## src/rtl/regfile_wb_arbiter.sv

```systemverilog
`default_nettype none
// ============================================================================
// Module   : regfile_wb_arbiter
// Brief    : Two-requester register-file writeback arbiter. Each requester
//            (A = ALU, B = load) has a small FIFO. Non-empty FIFO heads are
//            granted round-robin into a registered write port. The block also
//            reports which registers have writes queued or in flight, and
//            counts cycles in which both heads competed.
// Revision : 1.0 - initial release
// ============================================================================
module regfile_wb_arbiter #(
  parameter int DEPTH = 2,
  parameter int CNT_W = 16
) (
  input  logic             clk,
  input  logic             rst,
  // Requester A (ALU writeback)
  input  logic             aValid,
  output logic             aReady,
  input  logic [4:0]       aDest,
  input  logic [31:0]      aData,
  // Requester B (load writeback)
  input  logic             bValid,
  output logic             bReady,
  input  logic [4:0]       bDest,
  input  logic [31:0]      bData,
  // Register file write port
  output logic [4:0]       regDest,
  output logic [31:0]      writeData,
  output logic             regWrite,
  // Status
  output logic [31:0]      pending,
  output logic [CNT_W-1:0] conflictCnt
);

  localparam int                AW        = (DEPTH > 1) ? $clog2(DEPTH) : 1;
  localparam int                CW        = AW + 1;
  localparam logic [CW-1:0]     C_DEPTH   = CW'(DEPTH);
  localparam logic [CNT_W-1:0]  C_CNT_MAX = '1;

  // FIFO A storage and bookkeeping
  logic [4:0]    r_a_dest [DEPTH];
  logic [31:0]   r_a_data [DEPTH];
  logic [AW-1:0] r_a_wp;
  logic [AW-1:0] r_a_rp;
  logic [CW-1:0] r_a_cnt;

  // FIFO B storage and bookkeeping
  logic [4:0]    r_b_dest [DEPTH];
  logic [31:0]   r_b_data [DEPTH];
  logic [AW-1:0] r_b_wp;
  logic [AW-1:0] r_b_rp;
  logic [CW-1:0] r_b_cnt;

  // Arbitration and output stage state
  logic             r_rr_ptr;       // 0 = A preferred, 1 = B preferred
  logic [4:0]       r_reg_dest;
  logic [31:0]      r_write_data;
  logic             r_reg_write;
  logic [CNT_W-1:0] r_conflict_cnt;

  // Handshake and arbitration wires
  logic          w_a_ready;
  logic          w_b_ready;
  logic          w_a_push;
  logic          w_b_push;
  logic          w_a_ne;
  logic          w_b_ne;
  logic          w_gnt_a;
  logic          w_gnt_b;
  logic          w_gnt;
  logic [4:0]    w_head_dest;
  logic [31:0]   w_head_data;
  logic [31:0]   w_pending;

  // Ready depends only on occupancy: a full FIFO never accepts, even while popping
  assign w_a_ready = (r_a_cnt < C_DEPTH);
  assign w_b_ready = (r_b_cnt < C_DEPTH);
  assign w_a_push  = aValid & w_a_ready;
  assign w_b_push  = bValid & w_b_ready;

  assign w_a_ne = (r_a_cnt != '0);
  assign w_b_ne = (r_b_cnt != '0);

  // A sole non-empty FIFO wins outright; a tie goes to the round-robin favourite
  assign w_gnt_a = w_a_ne & (~w_b_ne | ~r_rr_ptr);
  assign w_gnt_b = w_b_ne & (~w_a_ne |  r_rr_ptr);
  assign w_gnt   = w_gnt_a | w_gnt_b;

  assign w_head_dest = w_gnt_a ? r_a_dest[r_a_rp] : r_b_dest[r_b_rp];
  assign w_head_data = w_gnt_a ? r_a_data[r_a_rp] : r_b_data[r_b_rp];

  // FIFO payload storage; contents are meaningless outside the valid window
  always_ff @(posedge clk) begin
    if (w_a_push) begin
      r_a_dest[r_a_wp] <= aDest;
      r_a_data[r_a_wp] <= aData;
    end
    if (w_b_push) begin
      r_b_dest[r_b_wp] <= bDest;
      r_b_data[r_b_wp] <= bData;
    end
  end

  // FIFO A pointers and occupancy; pointers wrap naturally at power-of-two DEPTH
  always_ff @(posedge clk or posedge rst) begin
    if (rst) begin
      r_a_wp  <= '0;
      r_a_rp  <= '0;
      r_a_cnt <= '0;
    end else begin
      if (w_a_push) r_a_wp <= r_a_wp + 1'b1;
      if (w_gnt_a)  r_a_rp <= r_a_rp + 1'b1;
      case ({w_a_push, w_gnt_a})
        2'b10:   r_a_cnt <= r_a_cnt + 1'b1;
        2'b01:   r_a_cnt <= r_a_cnt - 1'b1;
        default: r_a_cnt <= r_a_cnt;
      endcase
    end
  end

  // FIFO B pointers and occupancy
  always_ff @(posedge clk or posedge rst) begin
    if (rst) begin
      r_b_wp  <= '0;
      r_b_rp  <= '0;
      r_b_cnt <= '0;
    end else begin
      if (w_b_push) r_b_wp <= r_b_wp + 1'b1;
      if (w_gnt_b)  r_b_rp <= r_b_rp + 1'b1;
      case ({w_b_push, w_gnt_b})
        2'b10:   r_b_cnt <= r_b_cnt + 1'b1;
        2'b01:   r_b_cnt <= r_b_cnt - 1'b1;
        default: r_b_cnt <= r_b_cnt;
      endcase
    end
  end

  // Round-robin pointer moves to the loser on every grant, holds otherwise
  always_ff @(posedge clk or posedge rst) begin
    if (rst) begin
      r_rr_ptr <= 1'b0;
    end else if (w_gnt) begin
      r_rr_ptr <= w_gnt_a;
    end
  end

  // Registered write port; writes to r0 are consumed silently and data is held
  always_ff @(posedge clk or posedge rst) begin
    if (rst) begin
      r_reg_dest   <= '0;
      r_write_data <= '0;
      r_reg_write  <= 1'b0;
    end else if (w_gnt && (w_head_dest != 5'd0)) begin
      r_reg_dest   <= w_head_dest;
      r_write_data <= w_head_data;
      r_reg_write  <= 1'b1;
    end else begin
      r_reg_write  <= 1'b0;
    end
  end

  // Saturating count of edges where both heads were competing
  always_ff @(posedge clk or posedge rst) begin
    if (rst) begin
      r_conflict_cnt <= '0;
    end else if (w_a_ne && w_b_ne && (r_conflict_cnt != C_CNT_MAX)) begin
      r_conflict_cnt <= r_conflict_cnt + 1'b1;
    end
  end

  // Scoreboard of registers with a queued or in-flight write; r0 never pending
  always_comb begin
    w_pending = '0;
    for (int i = 0; i < DEPTH; i++) begin
      if ({1'b0, AW'(i) - r_a_rp} < r_a_cnt) w_pending[r_a_dest[i]] = 1'b1;
      if ({1'b0, AW'(i) - r_b_rp} < r_b_cnt) w_pending[r_b_dest[i]] = 1'b1;
    end
    if (r_reg_write) w_pending[r_reg_dest] = 1'b1;
    w_pending[0] = 1'b0;
  end

  assign aReady      = w_a_ready;
  assign bReady      = w_b_ready;
  assign regDest     = r_reg_dest;
  assign writeData   = r_write_data;
  assign regWrite    = r_reg_write;
  assign pending     = w_pending;
  assign conflictCnt = r_conflict_cnt;

endmodule
`default_nettype wire
```

## config.mk

```make
export PLATFORM = sky130hd
export DESIGN_NAME = regfile_wb_arbiter
export DESIGN_NICKNAME = d
export VERILOG_FILES = /design/src/rtl/regfile_wb_arbiter.sv
export SDC_FILE = /design/constraint.sdc
export NUM_CORES = 1
export LEC_CHECK = 0
export ABC_AREA = 1
export BUFFER_PORTS_ARGS = -buffer_cell sky130_fd_sc_hd__buf_2
export CAP_MARGIN = 20
export CORE_MARGIN = 2
export CORE_UTILIZATION = 58
export CTS_BUF_LIST = sky130_fd_sc_hd__clkbuf_2 sky130_fd_sc_hd__clkbuf_4 sky130_fd_sc_hd__clkbuf_8
export CTS_CLUSTER_DIAMETER = 40
export DETAILED_ROUTE_END_ITERATION = 10
export PLACE_DENSITY = 0.91
export RECOVER_POWER = 100
export SLEW_MARGIN = 40
export SYNTH_ARGS = -nofsm -noshare
export SYNTH_HDL_FRONTEND = slang
export SYNTH_SLANG_ARGS = --single-unit
```

## constraint.sdc

```tcl
create_clock -name clk -period 3 [get_ports clk]
set_input_delay 0.15 -clock clk [delete_from_list [all_inputs] [get_ports clk]]
set_output_delay 0.15 -clock clk [all_outputs]
set_load 0.02 [all_outputs]
```

==> summary.md <==
| Metric | Value |
|---|---|
| Die width | between 100 and 150 µm |
| Final wirelength | between 20 and 30 mm |
| RSZ-0062 raised after global routing | false |
| Final-report setup violation count | 0 |
| Synthesized area | 9760 µm² |
| Sink Count | approximately 210 |
| Synth Flop Type | edfxtp_1 |
| Crit path max fanout | 16 |
| Core area | 16500 µm² |
| Total die area | between 15000 and 20000 µm² |
| Min-Delay Path Class | primary input to register |
| Clock period minus worst slack | between 2000 and 3000 ps |
| Die H | 134 µm |
| Hold path cells | 3 |
| Synthesis-to-finish area growth | 24.8% |
| Ys Warns | 0 |
| Logic pwr share | 43.7% |
| Cells after Synth | slightly above 1000 |
| Leakage | ~5 nW |
| Vias in the first global route | slightly below 9000 |
| DRC | 0 |
| # rows | 47 |
| Final hold vios | 1 |
| Clock slew at reported path FFs | 60 ps |
| DRT iter0 DRCs | 1010 |
| Worst-Margin Slew | approximately 1700 ps |
| Multi-input gate area | 3290 µm² |
| Initial core utilization | between 50% and 60% |
| Crit path launch type | register |
| Clock share of power | around a fifth |
| Sw power | around 5.8 mW |
| Post-route ant nets | 0 |
| Clk_lat worst skew | between 500 and 600 ps |
| Sequential share of power | 35.0% |
| MaxCap Viol Count | 2 |
| Clk root buf | clkbuf_8 |
| Distinct cells, synth | 31 |
| CP peak stage delay | slightly below 500 ps |
| Post-synth top area share | 45.5% |
| Fmax | between 300 and 400 MHz |
| Synth area leaders | edfxtp_1 (46%), dfrtp_1 (16%), nand2_1 (14%), nand3_1 (2.8%), inv_1 (2.7%) |
| R2R cell count | 10 |
| Total CTS buffers | 36 |
| Sequential cell area fraction in the yosys report | roughly 62% |
| Crit-path leading delay family | simple AND/OR/NAND/NOR gates |
| WHS | -6.31 ps |
| Layout filler cell count | about 1200 |
| Synth area leader | edfxtp_1 |
| Power per Cell Area | 1060 nW/µm² |
| CP Class | register to output pin |
| H-tree Lvls | 2 |
| Layout cells sized above 1 | ~8.6% |
| Synth cell count leaders | nand2_1 (373), edfxtp_1 (148), inv_1 (70), nor2_1 (67), dfrtp_1 (63) |
| Arr. time, crit path | around 2600 ps |
| Internal power | around 7 mW |
| Status | complete, but fails checks |
| Fin. max-slew vios | 34 |
| VDD IR-drop max | 0.000608 V |
| Slew margin rel. | -11.3% |
| Setup TNS | 0 ps |
| Resize count post-CTS | 0 |
| Largest net degree at the start of global routing | 54 |
| FF-to-FF setup slack | roughly 350 ps |
| DR vias | 8982 |
| Vias per cell | 5.85 |
| Buffer depth of the longest clock path | 3 |
| IO Pins | around 170 |
| Routability-driven placement congestion ratio | a little under 1 |
| Initial antenna violation count | 1 |
| Clk_skew | approximately 27 ps |
| Drt first pass iters | 8 |
| Sw Share | between 40% and 50% |
| Synth async-reset ratio | between 20 and 30% |
| Nets@finish | 1368 |
| GRT overflow | 0 |
| First-pass GRT wire length | around 46 mm |
| Dpl hpwl | ~18 mm |
| CP cell instances | inv_2 > o21ai_0 > nand2_1 > nor2_1 > nand2_1 > nand4_1 > clkbuf_1 |
| IO buf count | approximately 160 |
| Top-count cell post-synth | nand2_1 |
| Final Cycle Share | 91.8% |
| Syn Nets | between 1000 and 1500 |
| CP endpoint kind | output pin |
| Crit path required time | 2850 ps |
| Critical R2R Launch | r_a_cnt[0]$_DFFE_PP0P_ |
| CP most frequent cell | nand2_1 |
| HP Start | bValid |
| TritonCTS clock tree | built |
| Buffers & Inverters on Critical Path | 2 |
| Post-synth EDFFs | between 100 and 150 |
| Highest-delay cell along the critical path | nor2_1 |
| Total track usage | 33.1% |
| DR WL/cell | between 15 and 20 µm |
| Worst-case hold path end point | r_b_wp$_DFFE_PP0P_ |
| Worst R2R End | writeData[28]$_DFFE_PP0P_ |
| Flip-flop and latch count after synthesis | about 210 |
| Mean Syn Cell Area | 9.50 µm² |
| Failing checks | negative hold slack, max-capacitance violations, max-slew violations |
| FF/Latch Area | 6020 µm² |
final cells by class:
cell class | count | share of cell area (%)
sequential | 211 | 49.4
inverter | 76 | 2.34
clock buffer | 48 | 5.11
antenna | 1 | 0.0205
tap | 220 | 2.26
multi-input combinational | 704 | 27.0
timing repair buffer | 258 | 12.7
clock inverter | 17 | 1.13
power by group through the flow:
stage | Clock, mW | Sequential, mW | Combinational [mW]
CTS | 2.72 | 4.47 | 5.63
finish | 2.73 | 4.52 | 5.64
global placement | 0 | 4.46 | 5.26
global route | 2.88 | 4.57 | 6.13
detailed placement | 0 | 4.51 | 5.50
floorplan | 0 | 4.77 | 3.47
flip-flops by register name (all words and copies together) (netlist names):
signal,flops
conflictCnt,16
r_a_cnt,2
r_a_data,64
r_a_dest,10
r_a_rp,1
r_a_wp,1
r_b_cnt,2
r_b_data,64
r_b_dest,10
r_b_rp,1
r_b_wp,1
r_rr_ptr,1
regDest,5
regWrite,1
writeData,32
kinds of logic after synthesis:
family | synth area share, %
AO/OA/AOI/OAI | 7.18
XOR/XNOR | 1.79
adder cells (fa/ha/maj) | 0.385
buffers and inverters | 4.81
flip-flops | 61.7
other | 0.0384
AND/OR/NAND/NOR | 24.1
per-layer routing:
| metal | track usage, % | share of wire (%) |
|---|---|---|
| met4 | 15.0 | 4.4 |
| met3 | 6.16 | 10 |
| met1 | 41.9 | 37 |
| met5 | 0 | 0 |
| met2 | 55.7 | 49 |
stage by stage:
stage / total power [mW] / instance area (µm²) / cells / util, % / setup slack, ps
finish: 12.9 / 12200 / 1535 / 73.8 / 247
floorplan: 8.24 / 9760 / 1028 / - / 307
CTS: 12.8 / 12400 / 1534 / 75.1 / 288
detailed placement: 10.0 / 10900 / 1394 / 65.9 / 630
global route: 13.6 / 12200 / 1535 / 73.8 / 65.6
global placement: 9.72 / 10900 / 1394 / 65.8 / 784
placed cells by master, fill, tap and decap left out, types with 7 or more instances in the layout:
cell	instances
clkbuf_1	142
o2111ai_1	20
a21oi_1	22
a31oi_1	32
nor3_1	46
nand2_1	374
buf_4	14
edfxtp_1	148
nand3_1	54
o21ai_0	15
clkinv_1	7
a22oi_1	15
clkbuf_8	42
xor2_1	14
nor2_1	69
dlygate4sd3_1	75
inv_1	73
buf_2	21
nand4_1	14
dfrtp_1	63
worst reg2reg max path, stage by stage, from the launching register on:
cell,delay [ps]
dfrtp_1,460
inv_1,80
nand2_1,220
nand2_2,290
nand2_1,150
nand2_1,80
nor2_1,200
nand3_4,90
nand2_2,680
nand2_1,210
nand2_1,140
worst max path at each step:
| stage | from | to | cells after the start | slack (ps) |
|---|---|---|---|---|
| finish | r_b_rp$_DFFE_PP0P_ | pending[29] | 7 | 250 |
| detailed placement | r_b_cnt[0]$_DFFE_PP0P_ | writeData[0]$_DFFE_PP0P_ | 11 | 630 |
| global route | r_b_rp$_DFFE_PP0P_ | pending[29] | 7 | 70 |
| global placement | r_b_rp$_DFFE_PP0P_ | pending[5] | 6 | 780 |
| floorplan | r_a_cnt[1]$_DFFE_PP0P_ | r_a_data[0][0]$_DFFE_PP_ | 3 | 310 |
| CTS | r_b_rp$_DFFE_PP0P_ | pending[16] | 6 | 290 |
what timing repair did:
item	4_1_cts	5_1_grt
setup buffers	0	0
hold buffers	75	0
hold endpoints to repair	176	0
endpoints found under the setup margin	0	0
Power figures use the tool's default switching activity.
